### src/rtl/serial_frame_shiftreg_if.sv
// Handshake and serial-output bundle for serial_frame_shiftreg.
// The master side drives frames and shift_en, and the slave side is the framer itself.
interface serial_frame_shiftreg_if #(
  parameter int WORDWIDTH = 8,
  parameter int NCHAN     = 4
);
  localparam int CW = (NCHAN > 1) ? $clog2(NCHAN) : 1;

  logic [NCHAN*WORDWIDTH-1:0] in_data;
  logic                       in_valid;
  logic                       in_ready;
  logic                       shift_en;
  logic                       ser_out;
  logic                       ser_valid;
  logic                       ser_first;
  logic                       ser_last;
  logic [CW-1:0]              ser_chan;
  logic                       frame_end;

  modport master (
    output in_data, in_valid, shift_en,
    input  in_ready, ser_out, ser_valid, ser_first, ser_last, ser_chan, frame_end
  );

  modport slave (
    input  in_data, in_valid, shift_en,
    output in_ready, ser_out, ser_valid, ser_first, ser_last, ser_chan, frame_end
  );
endinterface

### src/rtl/serial_frame_shiftreg.sv
// Double-buffered multi-channel parallel-in/serial-out framer. It emits words LSB-first and channel 0 first.
// Optional feature macro: SERIAL_FRAME_SIGN_EXT_EN appends EXTBITS copies of each word's MSB.
module serial_frame_shiftreg #(
  parameter int WORDWIDTH = 8,
  parameter int NCHAN     = 4,
  parameter int EXTBITS   = 2
) (
  input logic                    clk,
  input logic                    rst,
  serial_frame_shiftreg_if.slave bus
);

`ifdef SERIAL_FRAME_SIGN_EXT_EN
  localparam int L = WORDWIDTH + EXTBITS;
`else
  // EXTBITS does not contribute without sign extension.
  localparam int L = WORDWIDTH + 0 * EXTBITS;
`endif
  localparam int FW = NCHAN * WORDWIDTH;
  localparam int BW = $clog2(L);
  localparam int CW = (NCHAN > 1) ? $clog2(NCHAN) : 1;

  localparam logic [BW-1:0] BIT_LAST  = BW'(L - 1);
  localparam logic [BW-1:0] BIT_MSB   = BW'(WORDWIDTH - 1);
  localparam logic [CW-1:0] CHAN_LAST = CW'(NCHAN - 1);

  typedef enum logic {IDLE, SHIFT} state_t;

  state_t        state, state_n;
  logic [FW-1:0] hold_buf, hold_buf_n;
  logic          hold_full, hold_full_n;
  logic [FW-1:0] sreg, sreg_n;
  logic [BW-1:0] bit_cnt, bit_n;
  logic [CW-1:0] chan_cnt, chan_n;

  logic          advance;
  logic          word_end;
  logic          frame_done;
  logic          transfer;
  logic          shifting_n;

  logic          ser_out_q;
  logic          ser_valid_q;
  logic          ser_first_q;
  logic          ser_last_q;
  logic [CW-1:0] ser_chan_q;
  logic          frame_end_q;

  always_comb begin
    state_n     = state;
    hold_buf_n  = hold_buf;
    hold_full_n = hold_full;
    sreg_n      = sreg;
    bit_n       = bit_cnt;
    chan_n      = chan_cnt;

    advance    = (state == SHIFT) && bus.shift_en;
    word_end   = (bit_cnt == BIT_LAST);
    frame_done = advance && word_end && (chan_cnt == CHAN_LAST);
    transfer   = hold_full && ((state == IDLE) || frame_done);

    if (transfer) begin
      sreg_n      = hold_buf;
      hold_full_n = 1'b0;
      bit_n       = '0;
      chan_n      = '0;
      state_n     = SHIFT;
    end else if (frame_done) begin
      sreg_n  = '0;
      bit_n   = '0;
      chan_n  = '0;
      state_n = IDLE;
    end else if (advance) begin
      if (word_end) begin
        bit_n  = '0;
        chan_n = chan_cnt + 1'b1;
      end else begin
        bit_n = bit_cnt + 1'b1;
      end
      // The shifter parks on the MSB during extension bits and steps to the next word's LSB on the final bit.
      if ((bit_cnt < BIT_MSB) || word_end) begin
        sreg_n = sreg >> 1;
      end
    end

    // Accept is blocked while hold_full, so it never collides with a transfer.
    if (bus.in_valid && !hold_full) begin
      hold_buf_n  = bus.in_data;
      hold_full_n = 1'b1;
    end

    shifting_n = (state_n == SHIFT);
  end

  always_ff @(posedge clk or posedge rst) begin
    if (rst) begin
      state       <= IDLE;
      hold_buf    <= '0;
      hold_full   <= 1'b0;
      sreg        <= '0;
      bit_cnt     <= '0;
      chan_cnt    <= '0;
      ser_out_q   <= 1'b0;
      ser_valid_q <= 1'b0;
      ser_first_q <= 1'b0;
      ser_last_q  <= 1'b0;
      ser_chan_q  <= '0;
      frame_end_q <= 1'b0;
    end else begin
      state       <= state_n;
      hold_buf    <= hold_buf_n;
      hold_full   <= hold_full_n;
      sreg        <= sreg_n;
      bit_cnt     <= bit_n;
      chan_cnt    <= chan_n;
      // Outputs are decoded from the next state, so they line up with the registered counters.
      ser_out_q   <= shifting_n && sreg_n[0];
      ser_valid_q <= shifting_n;
      ser_first_q <= shifting_n && (bit_n == '0);
      ser_last_q  <= shifting_n && (bit_n == BIT_LAST);
      ser_chan_q  <= shifting_n ? chan_n : '0;
      frame_end_q <= shifting_n && (bit_n == BIT_LAST) && (chan_n == CHAN_LAST);
    end
  end

  assign bus.in_ready  = ~hold_full;
  assign bus.ser_out   = ser_out_q;
  assign bus.ser_valid = ser_valid_q;
  assign bus.ser_first = ser_first_q;
  assign bus.ser_last  = ser_last_q;
  assign bus.ser_chan  = ser_chan_q;
  assign bus.frame_end = frame_end_q;

endmodule

### src/flat_wrapper.sv
// flat-port wrapper written by rule: the top's interface ports become plain ports
module serial_frame_shiftreg_flat 
#(
  parameter int WORDWIDTH = 8,
  parameter int NCHAN     = 4,
  parameter int EXTBITS   = 2
)
  (clk, rst, bus_in_data, bus_in_valid, bus_shift_en, bus_in_ready, bus_ser_out, bus_ser_valid, bus_ser_first, bus_ser_last, bus_ser_chan, bus_frame_end);
  serial_frame_shiftreg_if #(.WORDWIDTH(WORDWIDTH), .NCHAN(NCHAN)) bus_i ();
  input logic clk;
  input logic rst;
  input wire logic [$bits(bus_i.in_data)-1:0] bus_in_data;
  input wire logic [$bits(bus_i.in_valid)-1:0] bus_in_valid;
  input wire logic [$bits(bus_i.shift_en)-1:0] bus_shift_en;
  output wire logic [$bits(bus_i.in_ready)-1:0] bus_in_ready;
  output wire logic [$bits(bus_i.ser_out)-1:0] bus_ser_out;
  output wire logic [$bits(bus_i.ser_valid)-1:0] bus_ser_valid;
  output wire logic [$bits(bus_i.ser_first)-1:0] bus_ser_first;
  output wire logic [$bits(bus_i.ser_last)-1:0] bus_ser_last;
  output wire logic [$bits(bus_i.ser_chan)-1:0] bus_ser_chan;
  output wire logic [$bits(bus_i.frame_end)-1:0] bus_frame_end;
  assign bus_i.in_data = bus_in_data;
  assign bus_i.in_valid = bus_in_valid;
  assign bus_i.shift_en = bus_shift_en;
  assign bus_in_ready = bus_i.in_ready;
  assign bus_ser_out = bus_i.ser_out;
  assign bus_ser_valid = bus_i.ser_valid;
  assign bus_ser_first = bus_i.ser_first;
  assign bus_ser_last = bus_i.ser_last;
  assign bus_ser_chan = bus_i.ser_chan;
  assign bus_frame_end = bus_i.frame_end;
  serial_frame_shiftreg #(.WORDWIDTH(WORDWIDTH), .NCHAN(NCHAN), .EXTBITS(EXTBITS)) u_core (.clk(clk), .rst(rst), .bus(bus_i));
endmodule
### config.mk
export PLATFORM = sky130hd
export DESIGN_NAME = serial_frame_shiftreg_flat
export DESIGN_NICKNAME = d
export VERILOG_FILES = /design/src/rtl/serial_frame_shiftreg_if.sv /design/src/rtl/serial_frame_shiftreg.sv /design/src/flat_wrapper.sv
export SDC_FILE = /design/constraint.sdc
export NUM_CORES = 1
export LEC_CHECK = 0
export BUFFER_PORTS_ARGS = -buffer_cell sky130_fd_sc_hd__buf_2
export CORE_ASPECT_RATIO = 0.7
export CORE_MARGIN = 5
export CORE_UTILIZATION = 45
export CTS_CLUSTER_DIAMETER = 80
export DETAILED_ROUTE_END_ITERATION = 7
export SYNTH_ARGS = -nofsm -noshare
export SYNTH_HDL_FRONTEND = slang
export SYNTH_SLANG_ARGS = --single-unit
export TNS_END_PERCENT = 1
### constraint.sdc
create_clock -name clk -period 3.2 [get_ports clk]
set_input_delay 0.16 -clock clk [delete_from_list [all_inputs] [get_ports clk]]
set_output_delay 0.16 -clock clk [all_outputs]
set_load 0.02 [all_outputs]
==> out/metrics.csv, run 1 <==
metric,value,unit
antenna_cells,0,
finalSetupViolCount,0,
slew_viol_final,0,
ys_types,33,
ant_nets,0,
synthTopCellsByCount,"dfrtp_1 (77), and2_1 (31), mux2_2 (31)",
cp_num_buf_inv,0,
cp_max_fo,31,
slowest_stage,nor2b_4,
critPathRequiredTime,3.48,ns
hold_class,input pin to flop,
total_power,2.99,mW
vias_per_cell,5.36,
hold_violations,0,
ys_warn_count,0,
clockRootBuffer,clkbuf_8,
critPathArrivalTime,2.63,ns
critPathKind,flop to flop,
ys_ff_latch,77,
clock-sinks,77,
coreArea,0.00719,mm^2
rsz0062_at_grt,false,
slew_headroom,35.4,%
grt_pass1_vias,2068,
cts.clk_slew.worst_paths,0.08,ns
cts_buffer_depth,2,
nets,328,
area_growth,14.3,%
cts-buffers-inserted,9,
routedWlPerCell,16.0,um
io_buffer_count,43,
maxCapViolCount,0,
crit_top_cell,ha_1,
grt_overflow,0,
h-tree-depth,3,
max_stage_delay,0.63,ns
die_y,81.2,um
clock_skew,0.00948,ns
ys_top_cells_by_area,"dfrtp_1 (59%), mux2_2 (11%), a221o_1 (9.2%)",
drtPass1Iterations,4,
period_minus_slack,2.35,ns
clk_latency,0.35,ns
synth_area,0.00326,mm^2
status,finished clean,
multi_input_area,0.00124,mm^2
async_flop_share,100,%
path_cells,ha_1 > ha_1 > and4b_1 > or2_1 > nor2b_4 > a221o_1,
cts_resized,0,
grt_pass1_wl,10.6,mm
core.rowCount,26,
regArea,0.00193,mm^2
drive_above_1_share,33.6,%
period_share,73.3,%
p_leak,1.78,nW
startpoint_type,flop,
setup_tns,0,ns
antenna_found_initial,0,
cts_tree,built,
ys.flop_type,dfrtp_1,
synth_fp_nets,285,
wl,6.22,mm
drc,0,
tightest_slew,0.968,ns
crit_path_end_kind,flop,
synth.largest_area_cell,dfrtp_1,
seq_area_frac_synth,59.1,%
yosysMostFrequentCell,dfrtp_1,
cts_setup_buffers,0,
fill_cells,634,
routabilityCongestion,0.836,
fmax,426,MHz
drtIter0Drc,140,
dieArea,0.00907,mm^2
grtUsageTotal,14.8,%
grt_max_degree,78,
chipWidth,112,um
syn_area_per_cell,13.3,um^2
crit_family,simple AND/OR/NAND/NOR gates,
irDropWorstVdd,363,uV
start_util,45.3,%
synth_top_area_share,59.1,%
synth_edf_count,0,
dp_hpwl,3.84,mm
synthCells,245,
power_density,804,mW/mm^2
io_pins,44,
whs,0.0191,ns
vias,2092,
[placed cells by master, fill, tap and decap left out, types with 3 or more instances in the layout]
cell	n
dfrtp_1	77
buf_2	43
and2_1	31
mux2_2	31
a221o_1	30
clkbuf_8	9
nand2_1	7
nor2_1	7
nand3_1	5
inv_1	4
mux2i_1	4
ha_1	4
clkinv_2	4
a21oi_1	3
nor2b_1	3
[layer usage]
metal | up-vias | GRT usage [%] | wire, um
met5 | - | 0 | 0
met4 | 0 | 5.10 | 63
met3 | 7 | 5.88 | 382
met2 | 52 | 20.3 | 2610
met1 | 1052 | 21.3 | 3160
li1 | 981 | - | -
[per-stage QoR]
stage	setup slack (ns)	cells	cell area [um^2]	util (%)
floorplan	1.07	245	3260	-
global placement	0.976	374	3560	49.5
detailed placement	0.909	374	3560	49.5
CTS	0.869	390	3720	51.8
global route	0.729	390	3720	51.8
finish	0.855	390	3720	51.8
[cells by family (layout without fill, tap and decap cells)]
group                      Yosys count  after routing  synth area share [%]
adders and majority gates            4              4                  1.54
DFF                                 77             77                  59.1
AOI/OAI and AO/OA                   46             46                  12.5
xor gates and xnor gates             1              1                 0.269
and+or+nand+nor                     62             62                  11.4
muxes                               35             35                  11.9
buffers and inverters               20             67                  3.30
[report_power, final]
part	leakage, nW	total [mW]	internal (mW)	switching, mW
sequential	0.974	1.61	1.38	0.227
clock	0.0856	0.617	0.273	0.344
combinational	0.722	0.771	0.430	0.341
[final timing paths]
kind	from	endpoint	slack, ns	cells past startpoint
max	u_core.bit_cnt[0]$_DFF_PP0_	u_core.sreg[27]$_DFFE_PP0P_	0.85	6
min	bus_in_data[0]	u_core.hold_buf[0]$_DFFE_PP0P_	0.02	3
max reg2reg	u_core.bit_cnt[0]$_DFF_PP0_	u_core.sreg[27]$_DFFE_PP0P_	0.85	6
min reg2reg	u_core.hold_buf[31]$_DFFE_PP0P_	u_core.sreg[31]$_DFFE_PP0P_	0.49	1
max in group asynchronous	rst	u_core.hold_buf[7]$_DFFE_PP0P_	2.44	4
min in group asynchronous	rst	u_core.hold_buf[17]$_DFFE_PP0P_	0.44	4
[worst register-to-register path, cell delays in order, from the launching register on]
cell and delay [ns]:
dfrtp_1 0.41, ha_1 0.24, ha_1 0.24, and4b_1 0.30, or2_1 0.17, nor2b_4 0.63, a221o_1 0.29
[registers in the layout, indices dropped and copies added, names as in the netlist]
name	cells
u_core.bit_cnt	3
u_core.hold_full	1
u_core.bus.ser_chan	2
u_core.chan_cnt	2
u_core.bus.ser_last	1
u_core.state	1
u_core.bus.frame_end	1
u_core.bus.ser_out	1
u_core.sreg	32
u_core.bus.ser_first	1
u_core.hold_buf	32
[timing repair]
action | CTS | global route
endpoints found under the hold margin | 77 | 0
endpoints found under the setup margin | 0 | 0
hold buffers | 1 | 0
[cell type report]
cell class	instances	share of cell area, %
multi-input cells	148	33.3
clock buffers	10	3.43
clock inverters	5	0.773
repair buffers	47	6.99
well taps	98	3.29
inverters	5	0.504
flip-flops and latches	77	51.7
Power figures use the tool's default switching activity.
==> inputs of run 2 (changes only) <==
--- a/config.mk
+++ b/config.mk
@@ -11,6 +11,7 @@
 export CORE_UTILIZATION = 45
 export CTS_CLUSTER_DIAMETER = 80
 export DETAILED_ROUTE_END_ITERATION = 7
+export PLACE_DENSITY = 0.67
 export SYNTH_ARGS = -nofsm -noshare
 export SYNTH_HDL_FRONTEND = slang
 export SYNTH_SLANG_ARGS = --single-unit
==> constraint.sdc (replaced) <==
create_clock -name clk -period 2.1 [get_ports clk]
set_input_delay 0.105 -clock clk [delete_from_list [all_inputs] [get_ports clk]]
set_output_delay 0.105 -clock clk [all_outputs]
set_load 0.02 [all_outputs]
==> out/metrics.csv, run 2 (synthesis results as in run 1) <==
metric,value,unit,change
status,finished clean,,
cts.clk_slew.worst_paths,0.08,ns,about the same
period_minus_slack,2.01,ns,-0.338 ns
cts_setup_buffers,0,,unchanged
period_share,95.6,%,+22 points
nets,370,,+13%
grt_pass1_vias,2194,,+6.1%
critPathRequiredTime,2.33,ns,-1.15 ns
r2r_end,u_core.sreg[3]$_DFFE_PP0P_,,
drtPass1Iterations,4,,unchanged
cts_buffer_depth,2,,unchanged
startpoint_type,flop,,
fmax,498,MHz,+17%
drc,0,,unchanged
routedWlPerCell,14.4,um,-9.9%
rsz0062_at_grt,false,,
fill_cells,597,,-5.8%
use_met2,23.5,%,+3.2 points
dp_hpwl,3.97,mm,+3.3%
mostFrequentLayoutCell,dfrtp_1,,
hold_depth,2,,-1
clock_skew,0.00905,ns,-0.000421 ns
cts-buffers-inserted,9,,unchanged
path_cells,ha_1 > ha_1 > and4b_1 > or2_4 > buf_4 > a21oi_2 > buf_12 > a221o_1,,
r2r.worst_path.cells,8,,+2
slowest_stage,dfrtp_1,,
use_met1,20.6,%,-0.68 points
finalSetupViolCount,0,,unchanged
hold_violations,0,,unchanged
io_pins,44,,unchanged
h-tree-depth,3,,unchanged
wl,6.22,mm,unchanged
antenna_found_initial,0,,unchanged
coreArea,0.00719,mm^2,unchanged
chipWidth,112,um,unchanged
critPathKind,flop to flop,,
critPathArrivalTime,2.24,ns,-0.39 ns
irDropWorstVdd,467,uV,+29%
io_buffer_count,43,,unchanged
finalWorstSetupSlack,0.0923,ns,-0.762 ns
ant_nets,0,,unchanged
multi_input_area,0.00126,mm^2,+1.3%
start_util,45.3,%,unchanged
core.rowCount,26,,unchanged
final_cell_mix,"dfrtp_1 (77), buf_2 (43), dlygate4sd3_1 (32), and2_1 (31), mux2_2 (31)",,
worst_hold_path.endpoint,u_core.hold_buf[1]$_DFFE_PP0P_,,
dieArea,0.00907,mm^2,unchanged
die_y,81.2,um,unchanged
slew_headroom,43.5,%,+8.2 points
p_leak,1.98,nW,+11%
setup_tns,0,ns,unchanged
hold_start,bus_in_data[1],,
regToRegSetupSlack,0.09,ns,-0.76 ns
vias,2223,,+6.3%
rr_startpoint,u_core.bit_cnt[0]$_DFF_PP0_,,
top_regs,"u_core.hold_buf x32, u_core.sreg x32, u_core.bit_cnt x3",,
utilization,57.7,%,+5.9 points
clock-sinks,77,,unchanged
grtUsageMet3,6.18,%,+0.30 points
dp_worst_setup_slack,-0.0576,ns,-0.967 ns
drive_above_1_share,33.1,%,-0.43 points
slew_viol_final,0,,unchanged
grt_overflow,0,,unchanged
whs,0.0133,ns,-0.00579 ns
crit_path_end_kind,flop,,
crit_top_cell,ha_1,,
drtIter0Drc,100,,-29%
grt_max_degree,52,,-33%
grt_pass1_wl,11.0,mm,+3.7%
maxCapViolCount,0,,unchanged
cp_max_fo,30,,-3.2%
clk_latency,0.34,ns,about the same
tightest_slew,0.846,ns,-0.121 ns
routabilityCongestion,0.831,,-0.62%
antenna_cells,0,,unchanged
clockRootBuffer,clkbuf_8,,
cts_tree,built,,
regArea,0.00193,mm^2,unchanged
vias_per_cell,5.13,,-4.3%
power_density,1130,mW/mm^2,+40%
grtUsageTotal,15.3,%,+0.42 points
grt_busiest_layer,met2,,
area_growth,27.3,%,
max_stage_delay,0.41,ns,-0.22 ns
hold_class,input pin to flop,,
-- run 2: cell types whose count changed in the layout (fill, tap and decap cells not counted), sizes merged --
cell	change
clkbuf	+1
inv	-1
dlygate4sd3	+31
clkinv	+1
buf	+10
nor2b	+1
-- run 2: worst max-delay path: cells and delay by family (launching register included) --
kind | cells | cell delay (ns)
and+or+nand+nor | 2 | 0.42
adders and majority gates | 2 | 0.43
buffers and inverters | 2 | 0.29
DFF | 1 | 0.41
AOI/OAI and AO/OA | 2 | 0.35
-- run 2: area by class of cell --
cell class / count / share of cell area, %
sequential: 77 / 46.4
inverter: 5 / 0.483
timing repair buffer: 88 / 15.6
clock inverter: 5 / 0.875
tap: 98 / 2.96
multi-input combinational: 149 / 30.3
clock buffer: 11 / 3.41
-- run 2: per-layer routing --
metal | up-vias | share of wire [%] | wire length [um]
met5 | - | 0 | 0
met4 | 0 | 0.27 | 17
met3 | 2 | 5.5 | 343
met2 | 44 | 45 | 2810
met1 | 1107 | 49 | 3050
li1 | 1070 | - | -
-- run 2: stage by stage --
step           cell area [um^2]  cells  power, mW
2_1_floorplan              3260    245       3.32
3_3_place_gp               3630    384       3.62
3_5_place_dp               3630    384       3.67
4_1_cts                    4150    433       4.73
5_1_grt                    4150    433       5.03
6_report                   4150    433       4.68
-- run 2: how the worst max path moves through the flow --
stage,startpoint,to,slack (ns)
floorplan,rst,u_core.bit_cnt[0]$_DFF_PP0_,0.03
global placement,u_core.bit_cnt[1]$_DFF_PP0_,u_core.sreg[6]$_DFFE_PP0P_,-0.006
detailed placement,u_core.bit_cnt[0]$_DFF_PP0_,u_core.sreg[20]$_DFFE_PP0P_,-0.06
CTS,u_core.bit_cnt[1]$_DFF_PP0_,u_core.sreg[3]$_DFFE_PP0P_,0.05
global route,u_core.bit_cnt[0]$_DFF_PP0_,u_core.bus.frame_end$_DFF_PP0_,0.01
finish,u_core.bit_cnt[0]$_DFF_PP0_,u_core.sreg[3]$_DFFE_PP0P_,0.09
-- run 2: power breakdown --
part | total (mW) | leakage, nW | switching, mW | internal [mW]
Clock | 0.989 | 0.0933 | 0.525 | 0.464
Combinational | 1.25 | 0.909 | 0.529 | 0.722
Sequential | 2.44 | 0.974 | 0.336 | 2.10
Total | 4.68 | 1.98 | 1.39 | 3.29
-- run 2: repair_timing --
item / in CTS / in global routing
hold endpoints to repair: 79 / 0
hold buffers: 32 / 0
cloned: 1 / 0
setup endpoints to repair: 31 / 17
resized for setup: 1 / 1
==> inputs of run 3 (changes only) <==
--- a/config.mk
+++ b/config.mk
@@ -5,13 +5,13 @@
 export SDC_FILE = /design/constraint.sdc
 export NUM_CORES = 1
 export LEC_CHECK = 0
-export BUFFER_PORTS_ARGS = -buffer_cell sky130_fd_sc_hd__buf_2
+export ABC_AREA = 1
 export CORE_ASPECT_RATIO = 0.7
 export CORE_MARGIN = 5
 export CORE_UTILIZATION = 45
 export CTS_CLUSTER_DIAMETER = 80
 export DETAILED_ROUTE_END_ITERATION = 7
-export PLACE_DENSITY = 0.67
+export DONT_BUFFER_PORTS = 1
 export SYNTH_ARGS = -nofsm -noshare
 export SYNTH_HDL_FRONTEND = slang
 export SYNTH_SLANG_ARGS = --single-unit
==> constraint.sdc (replaced) <==
create_clock -name clk -period 2.1 [get_ports clk]
set_input_delay 0.105 -clock clk [delete_from_list [all_inputs] [get_ports clk]]
set_output_delay 0.105 -clock clk [all_outputs]
set_load 0.01 [all_outputs]
==> out/metrics.csv, run 3 <==
metric,value,unit,change
internal_power,3.55,mW,+8.0%
yosysMostFrequentCell,nand2_1,,
syn_area_per_cell,10.3,um^2,-23%
stdcell_count,470,,+8.5%
finalSetupViolCount,0,,unchanged
grtUsageTotal,15.5,%,+0.21 points
antenna_cells,0,,unchanged
chipWidth,113,um,+0.73%
core.rowCount,26,,unchanged
antenna_found_initial,0,,unchanged
pwr-share-comb,24.3,%,-2.4 points
grt_max_degree,36,,-31%
maxCapViolCount,0,,unchanged
grtUsageMet3,5.74,%,-0.44 points
crit_family,buffers and inverters,,
worst_hold_path.endpoint,u_core.bit_cnt[1]$_DFF_PP0_,,
drtIter0Drc,143,,+43%
ys_warn_count,0,,unchanged
switching_share,30.1,%,+0.35 points
cts_setup_buffers,0,,unchanged
drive_above_1_share,20.4,%,-13 points
cp_max_fo,30,,unchanged
slowest_stage,inv_2,,
synth_fp_nets,363,,+27%
drtPass1Iterations,4,,unchanged
dieArea,0.00920,mm^2,+1.4%
rsz0062_at_grt,false,,
ys_top_cells_by_area,"dfrtp_1 (58%), mux2_2 (11%), nand3_1 (9.5%)",,
vias_per_cell,4.97,,-3.1%
mostFrequentLayoutCell,nand2_1,,
grt_pass1_wl,11.1,mm,+0.95%
grt_pass1_vias,2377,,+8.3%
fmax,530,MHz,+6.5%
power.switching,1.53,mW,+9.8%
nets,407,,+10%
vias,2338,,+5.2%
irDropWorstVdd,508,uV,+8.8%
p_leak,1.98,nW,about the same
hold_violations,0,,unchanged
synthTopCellsByCount,"nand2_1 (81), dfrtp_1 (77), nand3_1 (63)",,
ys_types,22,,-33%
placed_cells,420,,+9.4%
drc,0,,unchanged
final_cell_mix,"nand2_1 (81), dfrtp_1 (77), nand3_1 (63), dlygate4sd3_1 (34), mux2_2 (31)",,
period_minus_slack,1.89,ns,-0.122 ns
dpl_cell_area,0.00346,mm^2,-4.9%
h-tree-depth,3,,unchanged
synth_top_area_share,58.2,%,-0.94 points
rr_startpoint,u_core.bit_cnt[0]$_DFF_PP0_,,
synthCells,323,,+32%
synth.largest_area_cell,dfrtp_1,,
clock_power_share,25.8,%,+4.7 points
cts.clk_slew.worst_paths,0.07,ns,about the same
power_density,1260,mW/mm^2,+11%
status,finished clean,,
regToRegSetupSlack,0.21,ns,+0.12 ns
crit_path_end_kind,flop,,
cts_buffer_depth,2,,unchanged
whs,0.0901,ns,+0.0767 ns
hold_start,bus_shift_en,,
dp_hpwl,4.22,mm,+6.3%
grt_busiest_layer,met2,,
async_flop_share,100,%,unchanged
routedWlPerCell,13.6,um,-5.1%
synth_area,0.00331,mm^2,+1.6%
startpoint_type,flop,,
clockRootBuffer,clkbuf_8,,
tightest_slew,0.736,ns,-0.110 ns
hold_depth,4,,+2
slew_headroom,50.8,%,+7.3 points
coreArea,0.00722,mm^2,+0.45%
use_met2,24.6,%,+1.1 points
max_stage_delay,0.38,ns,-0.03 ns
io_buffer_count,0,,-100%
io_pins,44,,unchanged
use_met1,19.6,%,-1.0 points
ys_ff_latch,77,,unchanged
critPathKind,flop to flop,,
p_seq_share,49.9,%,-2.2 points
fin_area,0.00404,mm^2,-2.6%
slew_viol_final,0,,unchanged
seq_area_frac_synth,58.2,%,-0.94 points
cts-buffers-inserted,9,,unchanged
hold_class,input pin to flop,,
wl,6.41,mm,+3.0%
routabilityCongestion,0.837,,+0.75%
ant_nets,0,,unchanged
grt_overflow,0,,unchanged
cp_num_buf_inv,2,,unchanged
fill_cells,649,,+8.7%
area_growth,22.0,%,
die_y,81.8,um,+0.70%
r2r_end,u_core.sreg[28]$_DFFE_PP0P_,,
path_cells,ha_1 > ha_1 > nand3_2 > buf_4 > o21ai_2 > nand2_4 > inv_2 > nand2_1 > nand3_2,,
ys.flop_type,dfrtp_1,,
critPathRequiredTime,2.39,ns,+0.06 ns
r2r.worst_path.cells,9,,+1
start_util,45.9,%,+0.52 points
clk_latency,0.36,ns,+0.02 ns
period_share,89.8,%,-5.8 points
cts_tree,built,,
top_regs,"u_core.hold_buf x32, u_core.sreg x32, u_core.bit_cnt x3",,
critPathArrivalTime,2.18,ns,-0.06 ns
clock-sinks,77,,unchanged
synth_edf_count,0,,unchanged
clock_skew,0.00701,ns,-0.00205 ns
[run 3: cell count changes after synthesis, sizes merged, moves of 4 or more]
cell | previous run | this run
nand2 | 7 | 84
nand3 | 5 | 69
a221o | 30 | 0
and2 | 31 | 1
inv | 5 | 19
nor2 | 7 | 13
nor2b | 5 | 0
mux2i | 4 | 0
o21ai | 2 | 6
[run 3: cells by family (layout without fill, tap and decap cells)]
logic type / after synthesis / in the layout / share of synthesized area (%)
flops: 77 / 77 / 58.2
buf+inv: 34 / 83 / 5.02
simple gates: 167 / 167 / 23.0
mux: 31 / 31 / 10.5
fa+ha+maj: 4 / 4 / 1.51
compound gates: 10 / 10 / 1.70
[run 3: routing by layer]
layer,routed length (um),part of all wire [%]
met1,3080,48
met2,2890,45
met3,361,5.6
met4,74,1.2
met5,0,0
[run 3: cell type report]
type / instances / area, um^2 / area share, %
Timing Repair Buffer: 48 / 458 / 11.3
Multi-Input combinational cell: 212 / 1220 / 30.3
Clock inverter: 7 / 114 / 2.82
Inverter: 19 / 71.3 / 1.77
Sequential cell: 77 / 1930 / 47.7
Clock buffer: 9 / 124 / 3.07
Tap cell: 98 / 123 / 3.04
[run 3: power by group through the flow]
stage	clock, mW	sequential (mW)	combinational [mW]
5_1_grt	1.42	2.60	1.41
4_1_cts	1.35	2.53	1.26
3_3_place_gp	0	2.53	1.17
6_report	1.31	2.53	1.23
2_1_floorplan	0	2.41	0.990
3_5_place_dp	0	2.55	1.20
[run 3: tightest hold or removal path: stages]
cell and delay, ns:
nand2_2 0.03, buf_4 0.14, nand2_1 0.07, a21oi_1 0.06
[run 3: through the flow]
step / utilization (%) / worst slack, ns / power, mW / TNS, ns
2_1_floorplan: - / 0.0283 / 3.40 / 0
3_3_place_gp: 47.9 / -0.0308 / 3.70 / -0.131
3_5_place_dp: 47.9 / -0.124 / 3.75 / -2.44
4_1_cts: 55.9 / 0.183 / 5.14 / 0
5_1_grt: 55.9 / 0.0172 / 5.43 / 0
6_report: 55.9 / 0.215 / 5.08 / 0
[run 3: how the worst max path moves through the flow]
stage | startpoint | endpoint | slack [ns] | cells after the start
after floorplan | rst | u_core.bit_cnt[0]$_DFF_PP0_ | 0.03 | 1
after global placement | u_core.bit_cnt[0]$_DFF_PP0_ | u_core.sreg[13]$_DFFE_PP0P_ | -0.03 | 7
after detailed placement | u_core.bit_cnt[0]$_DFF_PP0_ | u_core.sreg[29]$_DFFE_PP0P_ | -0.12 | 7
after CTS | u_core.bit_cnt[0]$_DFF_PP0_ | u_core.sreg[28]$_DFFE_PP0P_ | 0.18 | 9
after global routing | u_core.bit_cnt[1]$_DFF_PP0_ | u_core.sreg[9]$_DFFE_PP0P_ | 0.02 | 9
final | u_core.bit_cnt[0]$_DFF_PP0_ | u_core.sreg[28]$_DFFE_PP0P_ | 0.21 | 9
[run 3: timing repair]
item                       CTS  global route
hold endpoints to repair    65             0
gates resized for setup      1             0
hold buffers                34             0
setup endpoints to repair   30             0
